--- src/rtl/target_tx_if.sv ---
// -----------------------------------------------------------------------------
// target_tx_if
// Groups the handshake and data signals of the HDR-DDR target transmit
// serializer into one bundle.
//   master : the side that drives the serializer (DDR/CCC engine, register
//            file, CRC block, SCL generator).
//   slave  : the serializer itself (target_tx).
// Signals:
//   i_sclgen_scl_pos_edge / i_sclgen_scl_neg_edge : one-clock SCL edge pulses
//   i_ddrccc_tx_en / i_ddrccc_tx_mode             : mode handshake request
//   i_ddrccc_preamble                             : 2-bit preamble value
//   i_regf_tx_data                                : byte to transmit
//   i_crc_value                                   : CRC-5 to transmit
//   o_sdahnd_tx_sda / o_sdahnd_tx_oe              : serial data and drive enable
//   o_ddrccc_tx_mode_done                         : mode-complete pulse
//   o_crc_byte / o_crc_byte_valid                 : byte handed to the CRC block
// -----------------------------------------------------------------------------
interface target_tx_if;
    logic       i_sclgen_scl_pos_edge;
    logic       i_sclgen_scl_neg_edge;
    logic       i_ddrccc_tx_en;
    logic [3:0] i_ddrccc_tx_mode;
    logic [1:0] i_ddrccc_preamble;
    logic [7:0] i_regf_tx_data;
    logic [4:0] i_crc_value;
    logic       o_sdahnd_tx_sda;
    logic       o_sdahnd_tx_oe;
    logic       o_ddrccc_tx_mode_done;
    logic [7:0] o_crc_byte;
    logic       o_crc_byte_valid;

    modport master (
        output i_sclgen_scl_pos_edge,
        output i_sclgen_scl_neg_edge,
        output i_ddrccc_tx_en,
        output i_ddrccc_tx_mode,
        output i_ddrccc_preamble,
        output i_regf_tx_data,
        output i_crc_value,
        input  o_sdahnd_tx_sda,
        input  o_sdahnd_tx_oe,
        input  o_ddrccc_tx_mode_done,
        input  o_crc_byte,
        input  o_crc_byte_valid
    );

    modport slave (
        input  i_sclgen_scl_pos_edge,
        input  i_sclgen_scl_neg_edge,
        input  i_ddrccc_tx_en,
        input  i_ddrccc_tx_mode,
        input  i_ddrccc_preamble,
        input  i_regf_tx_data,
        input  i_crc_value,
        output o_sdahnd_tx_sda,
        output o_sdahnd_tx_oe,
        output o_ddrccc_tx_mode_done,
        output o_crc_byte,
        output o_crc_byte_valid
    );
endinterface

--- src/rtl/target_tx.sv ---
// -----------------------------------------------------------------------------
// target_tx
// HDR-DDR target-side serializer. On accept (en=1 while idle) it loads the
// pattern selected by the mode MSB-first into a shift register and then
// presents one bit per SCL edge (rise or fall) on SDA. Modes:
//   0 preamble (2b), 1 first byte (8b, kept in D1), 2 second byte (8b, kept
//   in D2), 3 word parity (2b, from {D1,D2}), 4 CRC token (4b), 5 CRC value
//   (5b), 6..15 illegal (no bits, immediate done).
// Ports:
//   i_sys_clk : system clock
//   i_sys_rst : synchronous active-high reset
//   bus       : target_tx_if.slave bundle (edges, handshake, data, SDA, CRC)
// -----------------------------------------------------------------------------
module target_tx #(
    parameter logic [3:0] TOKEN_CRC = 4'b1100,
    parameter logic       SDA_IDLE  = 1'b1
) (
    input  logic       i_sys_clk,
    input  logic       i_sys_rst,
    target_tx_if.slave bus
);

    localparam logic [3:0] MODE_PREAMBLE    = 4'd0;
    localparam logic [3:0] MODE_FIRST_BYTE  = 4'd1;
    localparam logic [3:0] MODE_SECOND_BYTE = 4'd2;
    localparam logic [3:0] MODE_PARITY      = 4'd3;
    localparam logic [3:0] MODE_TOKEN_CRC   = 4'd4;
    localparam logic [3:0] MODE_CRC_VALUE   = 4'd5;

    typedef enum logic {
        ST_IDLE  = 1'b0,
        ST_SHIFT = 1'b1
    } state_t;

    state_t     state_q, state_d;
    logic [7:0] shift_q, shift_d;
    logic [2:0] bit_cnt_q, bit_cnt_d;
    logic       sda_q, sda_d;
    logic       oe_q, oe_d;
    logic       done_q, done_d;
    logic [7:0] crc_byte_q, crc_byte_d;
    logic       crc_byte_valid_q, crc_byte_valid_d;
    logic [7:0] d1_q, d1_d;
    logic [7:0] d2_q, d2_d;

    // Simultaneous rise and fall pulses collapse into a single edge.
    logic scl_edge;
    assign scl_edge = bus.i_sclgen_scl_pos_edge | bus.i_sclgen_scl_neg_edge;

    // ------------------------------------------------------------------
    // Word parity over W = {D1, D2}: PA1 covers odd bit positions,
    // PA0 covers even positions and is inverted.
    // ------------------------------------------------------------------
    logic [15:0] word;
    logic [7:0]  odd_bits;
    logic [7:0]  even_bits;
    logic        pa1;
    logic        pa0;

    assign word = {d1_q, d2_q};

    for (genvar gi = 0; gi < 8; gi++) begin : g_parity_split
        assign odd_bits[gi]  = word[2*gi+1];
        assign even_bits[gi] = word[2*gi];
    end

    assign pa1 = ^odd_bits;
    assign pa0 = ~(^even_bits);

    // ------------------------------------------------------------------
    // Pattern to load on accept, MSB-aligned, with index of its last bit.
    // ------------------------------------------------------------------
    logic [7:0] load_pattern;
    logic [2:0] load_last;
    logic       load_legal;

    always_comb begin
        load_pattern = 8'h00;
        load_last    = 3'd0;
        load_legal   = 1'b1;
        case (bus.i_ddrccc_tx_mode)
            MODE_PREAMBLE: begin
                load_pattern = {bus.i_ddrccc_preamble, 6'b0};
                load_last    = 3'd1;
            end
            MODE_FIRST_BYTE, MODE_SECOND_BYTE: begin
                load_pattern = bus.i_regf_tx_data;
                load_last    = 3'd7;
            end
            MODE_PARITY: begin
                load_pattern = {pa1, pa0, 6'b0};
                load_last    = 3'd1;
            end
            MODE_TOKEN_CRC: begin
                load_pattern = {TOKEN_CRC, 4'b0};
                load_last    = 3'd3;
            end
            MODE_CRC_VALUE: begin
                load_pattern = {bus.i_crc_value, 3'b0};
                load_last    = 3'd4;
            end
            default: begin
                load_legal = 1'b0;
            end
        endcase
    end

    // ------------------------------------------------------------------
    // State register and datapath registers
    // ------------------------------------------------------------------
    always_ff @(posedge i_sys_clk) begin
        if (i_sys_rst) begin
            state_q          <= ST_IDLE;
            shift_q          <= 8'h00;
            bit_cnt_q        <= 3'd0;
            sda_q            <= SDA_IDLE;
            oe_q             <= 1'b0;
            done_q           <= 1'b0;
            crc_byte_q       <= 8'h00;
            crc_byte_valid_q <= 1'b0;
            d1_q             <= 8'h00;
            d2_q             <= 8'h00;
        end else begin
            state_q          <= state_d;
            shift_q          <= shift_d;
            bit_cnt_q        <= bit_cnt_d;
            sda_q            <= sda_d;
            oe_q             <= oe_d;
            done_q           <= done_d;
            crc_byte_q       <= crc_byte_d;
            crc_byte_valid_q <= crc_byte_valid_d;
            d1_q             <= d1_d;
            d2_q             <= d2_d;
        end
    end

    // ------------------------------------------------------------------
    // Next-state logic. Illegal modes never enter SHIFT: their done pulse
    // is raised directly at accept, so they consume no SCL edges.
    // ------------------------------------------------------------------
    always_comb begin
        state_d = state_q;
        case (state_q)
            ST_IDLE: begin
                if (bus.i_ddrccc_tx_en && load_legal) begin
                    state_d = ST_SHIFT;
                end
            end
            ST_SHIFT: begin
                if (!bus.i_ddrccc_tx_en) begin
                    state_d = ST_IDLE;
                end else if (scl_edge && (bit_cnt_q == 3'd0)) begin
                    state_d = ST_IDLE;
                end
            end
            default: begin
                state_d = ST_IDLE;
            end
        endcase
    end

    // ------------------------------------------------------------------
    // Output / datapath next values.
    // The current bit lives in shift_q[7] and is mirrored in sda_q, so the
    // next bit to present is always shift_q[6].
    // ------------------------------------------------------------------
    always_comb begin
        shift_d          = shift_q;
        bit_cnt_d        = bit_cnt_q;
        sda_d            = sda_q;
        oe_d             = oe_q;
        done_d           = 1'b0;
        crc_byte_d       = crc_byte_q;
        crc_byte_valid_d = 1'b0;
        d1_d             = d1_q;
        d2_d             = d2_q;
        case (state_q)
            ST_IDLE: begin
                if (bus.i_ddrccc_tx_en) begin
                    if (load_legal) begin
                        shift_d   = load_pattern;
                        bit_cnt_d = load_last;
                        sda_d     = load_pattern[7];
                        oe_d      = 1'b1;
                    end else begin
                        // Illegal mode: complete at once, leave SDA/OE alone.
                        done_d = 1'b1;
                    end
                    if (bus.i_ddrccc_tx_mode == MODE_FIRST_BYTE) begin
                        d1_d             = bus.i_regf_tx_data;
                        crc_byte_d       = bus.i_regf_tx_data;
                        crc_byte_valid_d = 1'b1;
                    end
                    if (bus.i_ddrccc_tx_mode == MODE_SECOND_BYTE) begin
                        d2_d             = bus.i_regf_tx_data;
                        crc_byte_d       = bus.i_regf_tx_data;
                        crc_byte_valid_d = 1'b1;
                    end
                end else begin
                    oe_d  = 1'b0;
                    sda_d = SDA_IDLE;
                end
            end
            ST_SHIFT: begin
                if (!bus.i_ddrccc_tx_en) begin
                    // Abort: release the line without signalling completion.
                    oe_d  = 1'b0;
                    sda_d = SDA_IDLE;
                end else if (scl_edge) begin
                    if (bit_cnt_q != 3'd0) begin
                        shift_d   = {shift_q[6:0], 1'b0};
                        sda_d     = shift_q[6];
                        bit_cnt_d = bit_cnt_q - 3'd1;
                    end else begin
                        // Last bit stays on SDA through the done clock.
                        done_d = 1'b1;
                    end
                end
            end
            default: begin
            end
        endcase
    end

    assign bus.o_sdahnd_tx_sda       = sda_q;
    assign bus.o_sdahnd_tx_oe        = oe_q;
    assign bus.o_ddrccc_tx_mode_done = done_q;
    assign bus.o_crc_byte            = crc_byte_q;
    assign bus.o_crc_byte_valid      = crc_byte_valid_q;

endmodule

--- src/flat_wrapper.sv ---
// flat-port wrapper written by rule: the top's interface ports become plain ports
module target_tx_flat 
#(
    parameter logic [3:0] TOKEN_CRC = 4'b1100,
    parameter logic       SDA_IDLE  = 1'b1
)
  (i_sys_clk, i_sys_rst, bus_i_sclgen_scl_pos_edge, bus_i_sclgen_scl_neg_edge, bus_i_ddrccc_tx_en, bus_i_ddrccc_tx_mode, bus_i_ddrccc_preamble, bus_i_regf_tx_data, bus_i_crc_value, bus_o_sdahnd_tx_sda, bus_o_sdahnd_tx_oe, bus_o_ddrccc_tx_mode_done, bus_o_crc_byte, bus_o_crc_byte_valid);
  target_tx_if bus_i ();
  input  logic i_sys_clk;
  input  logic i_sys_rst;
  input wire logic [$bits(bus_i.i_sclgen_scl_pos_edge)-1:0] bus_i_sclgen_scl_pos_edge;
  input wire logic [$bits(bus_i.i_sclgen_scl_neg_edge)-1:0] bus_i_sclgen_scl_neg_edge;
  input wire logic [$bits(bus_i.i_ddrccc_tx_en)-1:0] bus_i_ddrccc_tx_en;
  input wire logic [$bits(bus_i.i_ddrccc_tx_mode)-1:0] bus_i_ddrccc_tx_mode;
  input wire logic [$bits(bus_i.i_ddrccc_preamble)-1:0] bus_i_ddrccc_preamble;
  input wire logic [$bits(bus_i.i_regf_tx_data)-1:0] bus_i_regf_tx_data;
  input wire logic [$bits(bus_i.i_crc_value)-1:0] bus_i_crc_value;
  output wire logic [$bits(bus_i.o_sdahnd_tx_sda)-1:0] bus_o_sdahnd_tx_sda;
  output wire logic [$bits(bus_i.o_sdahnd_tx_oe)-1:0] bus_o_sdahnd_tx_oe;
  output wire logic [$bits(bus_i.o_ddrccc_tx_mode_done)-1:0] bus_o_ddrccc_tx_mode_done;
  output wire logic [$bits(bus_i.o_crc_byte)-1:0] bus_o_crc_byte;
  output wire logic [$bits(bus_i.o_crc_byte_valid)-1:0] bus_o_crc_byte_valid;
  assign bus_i.i_sclgen_scl_pos_edge = bus_i_sclgen_scl_pos_edge;
  assign bus_i.i_sclgen_scl_neg_edge = bus_i_sclgen_scl_neg_edge;
  assign bus_i.i_ddrccc_tx_en = bus_i_ddrccc_tx_en;
  assign bus_i.i_ddrccc_tx_mode = bus_i_ddrccc_tx_mode;
  assign bus_i.i_ddrccc_preamble = bus_i_ddrccc_preamble;
  assign bus_i.i_regf_tx_data = bus_i_regf_tx_data;
  assign bus_i.i_crc_value = bus_i_crc_value;
  assign bus_o_sdahnd_tx_sda = bus_i.o_sdahnd_tx_sda;
  assign bus_o_sdahnd_tx_oe = bus_i.o_sdahnd_tx_oe;
  assign bus_o_ddrccc_tx_mode_done = bus_i.o_ddrccc_tx_mode_done;
  assign bus_o_crc_byte = bus_i.o_crc_byte;
  assign bus_o_crc_byte_valid = bus_i.o_crc_byte_valid;
  target_tx #(.TOKEN_CRC(TOKEN_CRC), .SDA_IDLE(SDA_IDLE)) u_core (.i_sys_clk(i_sys_clk), .i_sys_rst(i_sys_rst), .bus(bus_i));
endmodule
--- config.mk ---
export PLATFORM = sky130hd
export DESIGN_NAME = target_tx_flat
export DESIGN_NICKNAME = d
export VERILOG_FILES = /design/src/rtl/target_tx_if.sv /design/src/rtl/target_tx.sv /design/src/flat_wrapper.sv
export SDC_FILE = /design/constraint.sdc
export NUM_CORES = 1
export LEC_CHECK = 0
export BUFFER_PORTS_ARGS = -buffer_cell sky130_fd_sc_hd__buf_2
export CORE_MARGIN = 1.5
export CORE_UTILIZATION = 58
export DETAILED_ROUTE_END_ITERATION = 7
export HOLD_SLACK_MARGIN = 0.02
export PLACE_DENSITY = 0.83
export SLEW_MARGIN = 20
export SYNTH_ARGS = -nofsm -noshare
export SYNTH_HDL_FRONTEND = slang
export SYNTH_SLANG_ARGS = --single-unit
export TNS_END_PERCENT = 1
--- constraint.sdc ---
create_clock -name i_sys_clk -period 2.7 [get_ports i_sys_clk]
set_clock_uncertainty 0.2 [all_clocks]
set_input_delay 0.27 -clock i_sys_clk [delete_from_list [all_inputs] [get_ports i_sys_clk]]
set_output_delay 0.27 -clock i_sys_clk [all_outputs]
set_load 0.03 [all_outputs]
==> results by group, run 1 <==
Clock network
  • Post-CTS setup buffer count: 0
  • # H-tree levels: 2
  • Sink Count: 39
  • Skew-Pair Late Insertion Delay: around 0.36 ns
  • TritonCTS clock tree: built
  • Clk buf depth: 2
  • CTS clk-pin slew, worst paths: roughly 0.12 ns
  • Cts bufs inserted: 5
  • Root buffer cell: clkbuf_4

Worst setup path
  • Crit path max-delay cell type: dfxtp_1
  • Nature of the critical path startpoint: flop
  • Highest net fanout along the worst path: 19
  • CP Class: reg2reg
  • R2R setup slack: about 0.48 ns
  • Crit. End Element: flop
  • Critical-path cell list: nor2b_1 > nand4b_1 > mux2i_1 > nor2_1
  • Crit path DAT: about 2.3 ns
  • Worst path max stage delay: ~0.57 ns
  • CP Data Required Time: 2.73 ns

STA
  • Worst-margin pin slew: 0.749 ns
  • Fmax: ~0.45 GHz
  • Slew headroom: 50.0%
  • Tmin final: between 2 and 2.5 ns
  • Final Hold Violating Endpoints: 0
  • Fin crit share: 82.2%
  • Final setup margin: between 0.4 and 0.5 ns
  • RSZ-0062 raised after global routing: no
  • Setup TNS: 0 ns
  • Final Max Tran Viols: 0
  • Final setup fails: 0

Cells and area
  • Fin area: about 2200 um2
  • FILL cells: 239
  • Area Overhead vs Synth: 17.5%
  • Ant diodes: 0
  • Share of layout cells above drive strength 1: around 23%
  • Sequential cell area: between 700 and 800 um2
  • Number of nets in the layout: roughly 270
  • Multi-input gate area: between 1000 and 1500 um2

Die
  • Row count: 20
  • Core Area: just over 3000 um2
  • Io pins: 36
  • Die Wd: about 60 um
  • Die ar.: 3630 um2
  • Initial Utilization: between 60% and 70%
  • Die Height: about 60 um

Drt
  • Vias: 1592
  • Drt first pass iters: 4
  • Drt first-iter violations: 65
  • DR WL/cell: ~14 um
  • Vias per inst: approximately 5.6
  • Post-route ant nets: 0
  • Routed WL: roughly 4 mm
  • Post-route DRC: 0

Yosys
  • Unique masters post-synth: between 40 and 50
  • Synth top cells by count: dfxtp_1 (39), nor2_1 (28), mux2i_1 (16), xnor2_1 (13), a22o_1 (11)
  • Ys flop type: dfxtp_1
  • Yosys top cell by area: dfxtp_1
  • Seq/Total Area, Yosys: between 40% and 50%
  • Post-synth EDFFs: 0
  • Share of the synthesized area in the top cell type: between 40% and 50%
  • Avg Inst Size Synth: around 9.5 um2
  • Yosys warning total: 0
  • Syn_nets: 227
  • Largest cells by area after synthesis: dfxtp_1 (41%), mux2i_1 (8.4%), xnor2_1 (6.0%)
  • Async set-reset flop share out of synthesis: 0%
  • Post-synthesis register bit count: 39
  • Cells after Synth: between 200 and 250
  • Top-count cell post-synth: dfxtp_1
  • Mapped cell area: 1900 um2

Placement
  • Pre-CTS setup slack: 0.521 ns
  • Area post-placement: a little over 2000 um2
  • DP HPWL: approximately 2.7 mm
  • IO Port Bufs: 35
  • Gpl congestion: 0.824

Power and ir drop
  • Peak VDD IR: roughly 0.40 mV
  • Power Dens Cells: 529 nW/um2
  • Static Leakage: slightly above 0.001 uW

Status
  • Status: complete, no violations

Global route
  • Total GRT Usage: 23.5%
  • Global-route wire length before repair: approximately 6.2 mm
  • Largest net degree at the start of global routing: 29
  • Vias in the first global route: 1428
  • Gr ovfl total: 0
  • Initial antenna violation count: 0

Min path
  • Worst hold path type: in2reg

Flow run
  • Max cap viols: 0
[final timing paths]
path | depth (start not counted) | to | start
hold / removal | 3 | u_core.bus.o_ddrccc_tx_mode_done | bus_i_ddrccc_tx_en
setup reg to reg | 4 | u_core.d2_q[5] | u_core.state_q
hold reg to reg | 2 | u_core.shift_q[0] | u_core.shift_q[0]
setup / recovery | 4 | u_core.d2_q[5] | u_core.state_q
[what timing repair did]
item	4_1_cts	5_1_grt
hold buffers	8	0
hold endpoints to repair	20	0
resized for setup	0	0
[flip-flops by register name (all words and copies together) (netlist names)]
register and flops:
u_core.bus.o_crc_byte_valid 1, u_core.d2_q 8, u_core.bit_cnt_q 3, u_core.bus.o_sdahnd_tx_sda 1, u_core.d1_q 8, u_core.bus.o_crc_byte 8
u_core.bus.o_ddrccc_tx_mode_done 1, u_core.bus.o_sdahnd_tx_oe 1, u_core.shift_q 7, u_core.state_q 1
[per-layer routing]
metal	track usage [%]	vias to the layer above	part of all wire, %
met5	0	-	0
met2	37.6	44	49
met3	4.76	10	4.7
li1	-	792	-
met1	29.4	746	44
met4	13.0	0	2.2
[worst max-delay path, delay by kind of cell, from the launching register on]
family | cells | cell delay (ns)
AND/OR/NAND/NOR | 3 | 1.00
flip-flops | 1 | 0.57
multiplexers | 1 | 0.32
[cells by family (layout without fill, tap and decap cells)]
family	Yosys count	after routing	synth area share, %
simple gates	63	63	16.3
buf+inv	19	59	5.20
mux	16	16	8.43
xor+xnor	16	16	7.37
compound gates	46	46	20.3
flops	39	39	41.1
fa+ha+maj	2	2	1.32
[layout by cell type (no fill, tap or decap), types with 3 or more instances in the layout]
| master | synthesis | final |
|---|---|---|
| nand2_1 | 8 | 8 |
| a221oi_2 | 5 | 5 |
| o21ai_0 | 3 | 3 |
| nor3_1 | 6 | 6 |
| dlygate4sd3_1 | 0 | 8 |
| buf_2 | 4 | 35 |
| xnor2_1 | 13 | 13 |
| inv_1 | 6 | 6 |
| clkbuf_4 | 0 | 5 |
| a21oi_1 | 10 | 10 |
| xor2_1 | 3 | 3 |
| a22o_1 | 11 | 11 |
| nor2b_1 | 7 | 7 |
| mux2i_1 | 16 | 16 |
| dfxtp_1 | 39 | 39 |
| nor2_1 | 28 | 28 |
[cell type report]
type / instances / area share (%)
Sequential cell: 39 / 35.0
Multi-Input combinational cell: 143 / 45.7
Inverter: 6 / 1.01
Tap cell: 44 / 2.46
Clock buffer: 5 / 1.68
Clock inverter: 3 / 2.07
Timing Repair Buffer: 45 / 12.1
[per-stage QoR]
step / power [uW] / util (%) / hold slack, ns / cells
after floorplan: 732 / - / 0.203 / 201
after global placement: 776 / 67.2 / 0.249 / 269
after detailed placement: 779 / 67.2 / 0.254 / 269
after CTS: 1190 / 72.6 / 0.0434 / 285
after global routing: 1230 / 72.6 / 0.0647 / 285
final: 1180 / 72.6 / 0.0552 / 285
[power breakdown]
part	internal, uW	switching (uW)	total [uW]
registers	593	13.0	606
clock network	198	207	405
logic	71.2	99.2	170
No activity file was read; power rests on OpenSTA's default activity.
==> run 2, diff against run 1 <==
--- a/config.mk
+++ b/config.mk
@@ -7,10 +7,10 @@
 export LEC_CHECK = 0
 export BUFFER_PORTS_ARGS = -buffer_cell sky130_fd_sc_hd__buf_2
 export CORE_MARGIN = 1.5
-export CORE_UTILIZATION = 58
+export CORE_UTILIZATION = 49
 export DETAILED_ROUTE_END_ITERATION = 7
 export HOLD_SLACK_MARGIN = 0.02
-export PLACE_DENSITY = 0.83
+export PLACE_DENSITY = 0.75
 export SLEW_MARGIN = 20
 export SYNTH_ARGS = -nofsm -noshare
 export SYNTH_HDL_FRONTEND = slang
==> constraint.sdc (replaced) <==
create_clock -name i_sys_clk -period 1.8 [get_ports i_sys_clk]
set_clock_uncertainty 0.2 [all_clocks]
set_input_delay 0.18 -clock i_sys_clk [delete_from_list [all_inputs] [get_ports i_sys_clk]]
set_output_delay 0.18 -clock i_sys_clk [all_outputs]
set_load 0.03 [all_outputs]
==> run 2 against run 1 <==
Final cell count up 6.0%. Register-to-register slack worse by 0.42 ns. Die area up 17%. Critical path depth down 1. Sequential power up 50%. Final area up 6.3%. Total power up 52%. Clock-buffer cell count unchanged. Critical endpoint is now u_core.bus.o_crc_byte[1].
==> results by group, run 2 (same netlist as run 1, synthesis figures left out) <==
Status
  • Status: complete, no violations

Worst setup path
  • Crit path max-delay cell type: a21oi_1
  • Crit. End Element: flop
  • CP Data Required Time: 1.84 ns
  • Worst path max stage delay: 0.63 ns
  • Nature of the critical path startpoint: flop
  • Crit path DAT: 1.78 ns
  • CP Class: reg2reg
  • Top delay family on crit path: compound AO/OA/AOI/OAI gates
  • Buf/Inv on CP: 0
  • Highest net fanout along the worst path: 8
  • Critical-path cell list: nor2b_1 > a21oi_1 > a22o_1

Cells and area
  • Fin area: 2370 um2
  • Non-filler cells, final: between 300 and 400
  • Ant diodes: 0
  • Number of nets in the layout: roughly 280
  • Area Overhead vs Synth: 24.9%
  • Share of layout cells above drive strength 1: roughly 28%
  • Commonest non-fill, non-tap cell in the layout: dfxtp_1
  • Commonest non-fill, non-tap cells in the layout: dfxtp_1 (38), buf_2 (35), nor2_1 (28)

Clock network
  • Skew-Pair Late Insertion Delay: just under 0.3 ns
  • Clk buf depth: 2
  • # H-tree levels: 2
  • CTS clk-pin slew, worst paths: 0.08 ns
  • Sink Count: 39
  • Root buffer cell: clkbuf_8
  • Cts bufs inserted: 5
  • TritonCTS clock tree: built

Placement
  • DP Cell Count: 282
  • DP HPWL: around 2.9 mm
  • Area post-placement: 2140 um2
  • IO Port Bufs: 35
  • Gpl congestion: roughly 0.85
  • Pre-CTS setup slack: 0.0195 ns

STA
  • Final setup margin: about 0.06 ns
  • Final Hold Violating Endpoints: 0
  • Tmin final: 1.74 ns
  • Final setup fails: 0
  • RSZ-0062 raised after global routing: yes
  • Fin crit share: 96.8%
  • Final Max Tran Viols: 0
  • Worst-margin pin slew: 0.734 ns
  • Slew headroom: 51.1%
  • Fmax: 0.574 GHz

Power and ir drop
  • Static Leakage: approximately 0.0011 uW
  • Final Total Pwr: roughly 1800 uW
  • Peak VDD IR: 0.602 mV
  • Power Dens Cells: between 700 and 800 nW/um2

Flow run
  • Max cap viols: 0

Global route
  • Largest net degree at the start of global routing: 27
  • Vias in the first global route: between 1000 and 1500
  • Gr ovfl total: 0
  • Initial antenna violation count: 0
  • Global-route wire length before repair: 6.71 mm
  • Total GRT Usage: 20.5%

Die
  • Io pins: 36
  • Die Wd: about 65 um
  • Initial Utilization: between 50% and 60%
  • Row count: 22
  • Die Height: 65.3 um
  • Core Area: 3690 um2
  • Die ar.: ~4300 um2

Drt
  • Routed WL: about 4.2 mm
  • Drt first-iter violations: 93
  • Vias: ~1600
  • Drt first pass iters: 4
  • Vias per inst: between 5 and 6
  • DR WL/cell: approximately 14 um
  • Post-route DRC: 0
  • Post-route ant nets: 0

Min path
  • Worst hold path type: in2reg
run 2: what timing repair did:
| item | CTS | global route |
|---|---|---|
| gates resized for setup | 0 | 5 |
| setup endpoints to repair | 0 | 12 |
| hold buffers | 11 | 0 |
| endpoints found under the hold margin | 26 | 0 |
| buffers inserted | 0 | 1 |
run 2: worst reg2reg max path, delay by kind of cell (launching register included):
kind	cells	cell delay [ns]
AO/OA/AOI/OAI	2	0.86
flip-flops	1	0.47
AND/OR/NAND/NOR	1	0.16
run 2: cell type report:
cell class	count	area, um2
multi-input cells	143	1030
fillers	325	1320
inverters	6	22.5
repair buffers	58	388
clock buffers	5	68.8
well taps	48	60.1
clock inverters	3	23.8
flip-flops and latches	39	782
run 2: metrics by stage:
step           setup TNS, ns  hold slack [ns]  utilization (%)
2_1_floorplan              0            0.113                -
3_3_place_gp               0            0.252             58.1
3_5_place_dp               0            0.250             58.1
4_1_cts                    0           0.0296             63.6
5_1_grt              -0.0393           0.0790             64.3
6_report                   0           0.0588             64.3
run 2: worst paths after layout:
path | slack [ns] | startpoint | end | cells past startpoint
min reg2reg | 0.25 | u_core.bit_cnt_q[0] | u_core.bit_cnt_q[0] | 1
max | 0.06 | u_core.state_q | u_core.bus.o_crc_byte[1] | 3
min | 0.06 | bus_i_ddrccc_tx_mode[1] | u_core.shift_q[6] | 3
max reg2reg | 0.06 | u_core.state_q | u_core.bus.o_crc_byte[1] | 3
run 2: report_power, final:
group,leakage [uW],switching [uW],total (uW),internal [uW]
Clock,0.0000408,328,605,277
Sequential,0.000317,16.4,906,889
Combinational,0.000721,162,290,128
run 2: metal layers:
metal | vias up | part of all wire [%] | track usage, %
met5 | - | 0 | 0
met4 | 0 | 0.80 | 6.77
met3 | 4 | 4.0 | 6.16
met2 | 38 | 50 | 33.9
met1 | 752 | 45 | 25.5
li1 | 816 | - | -
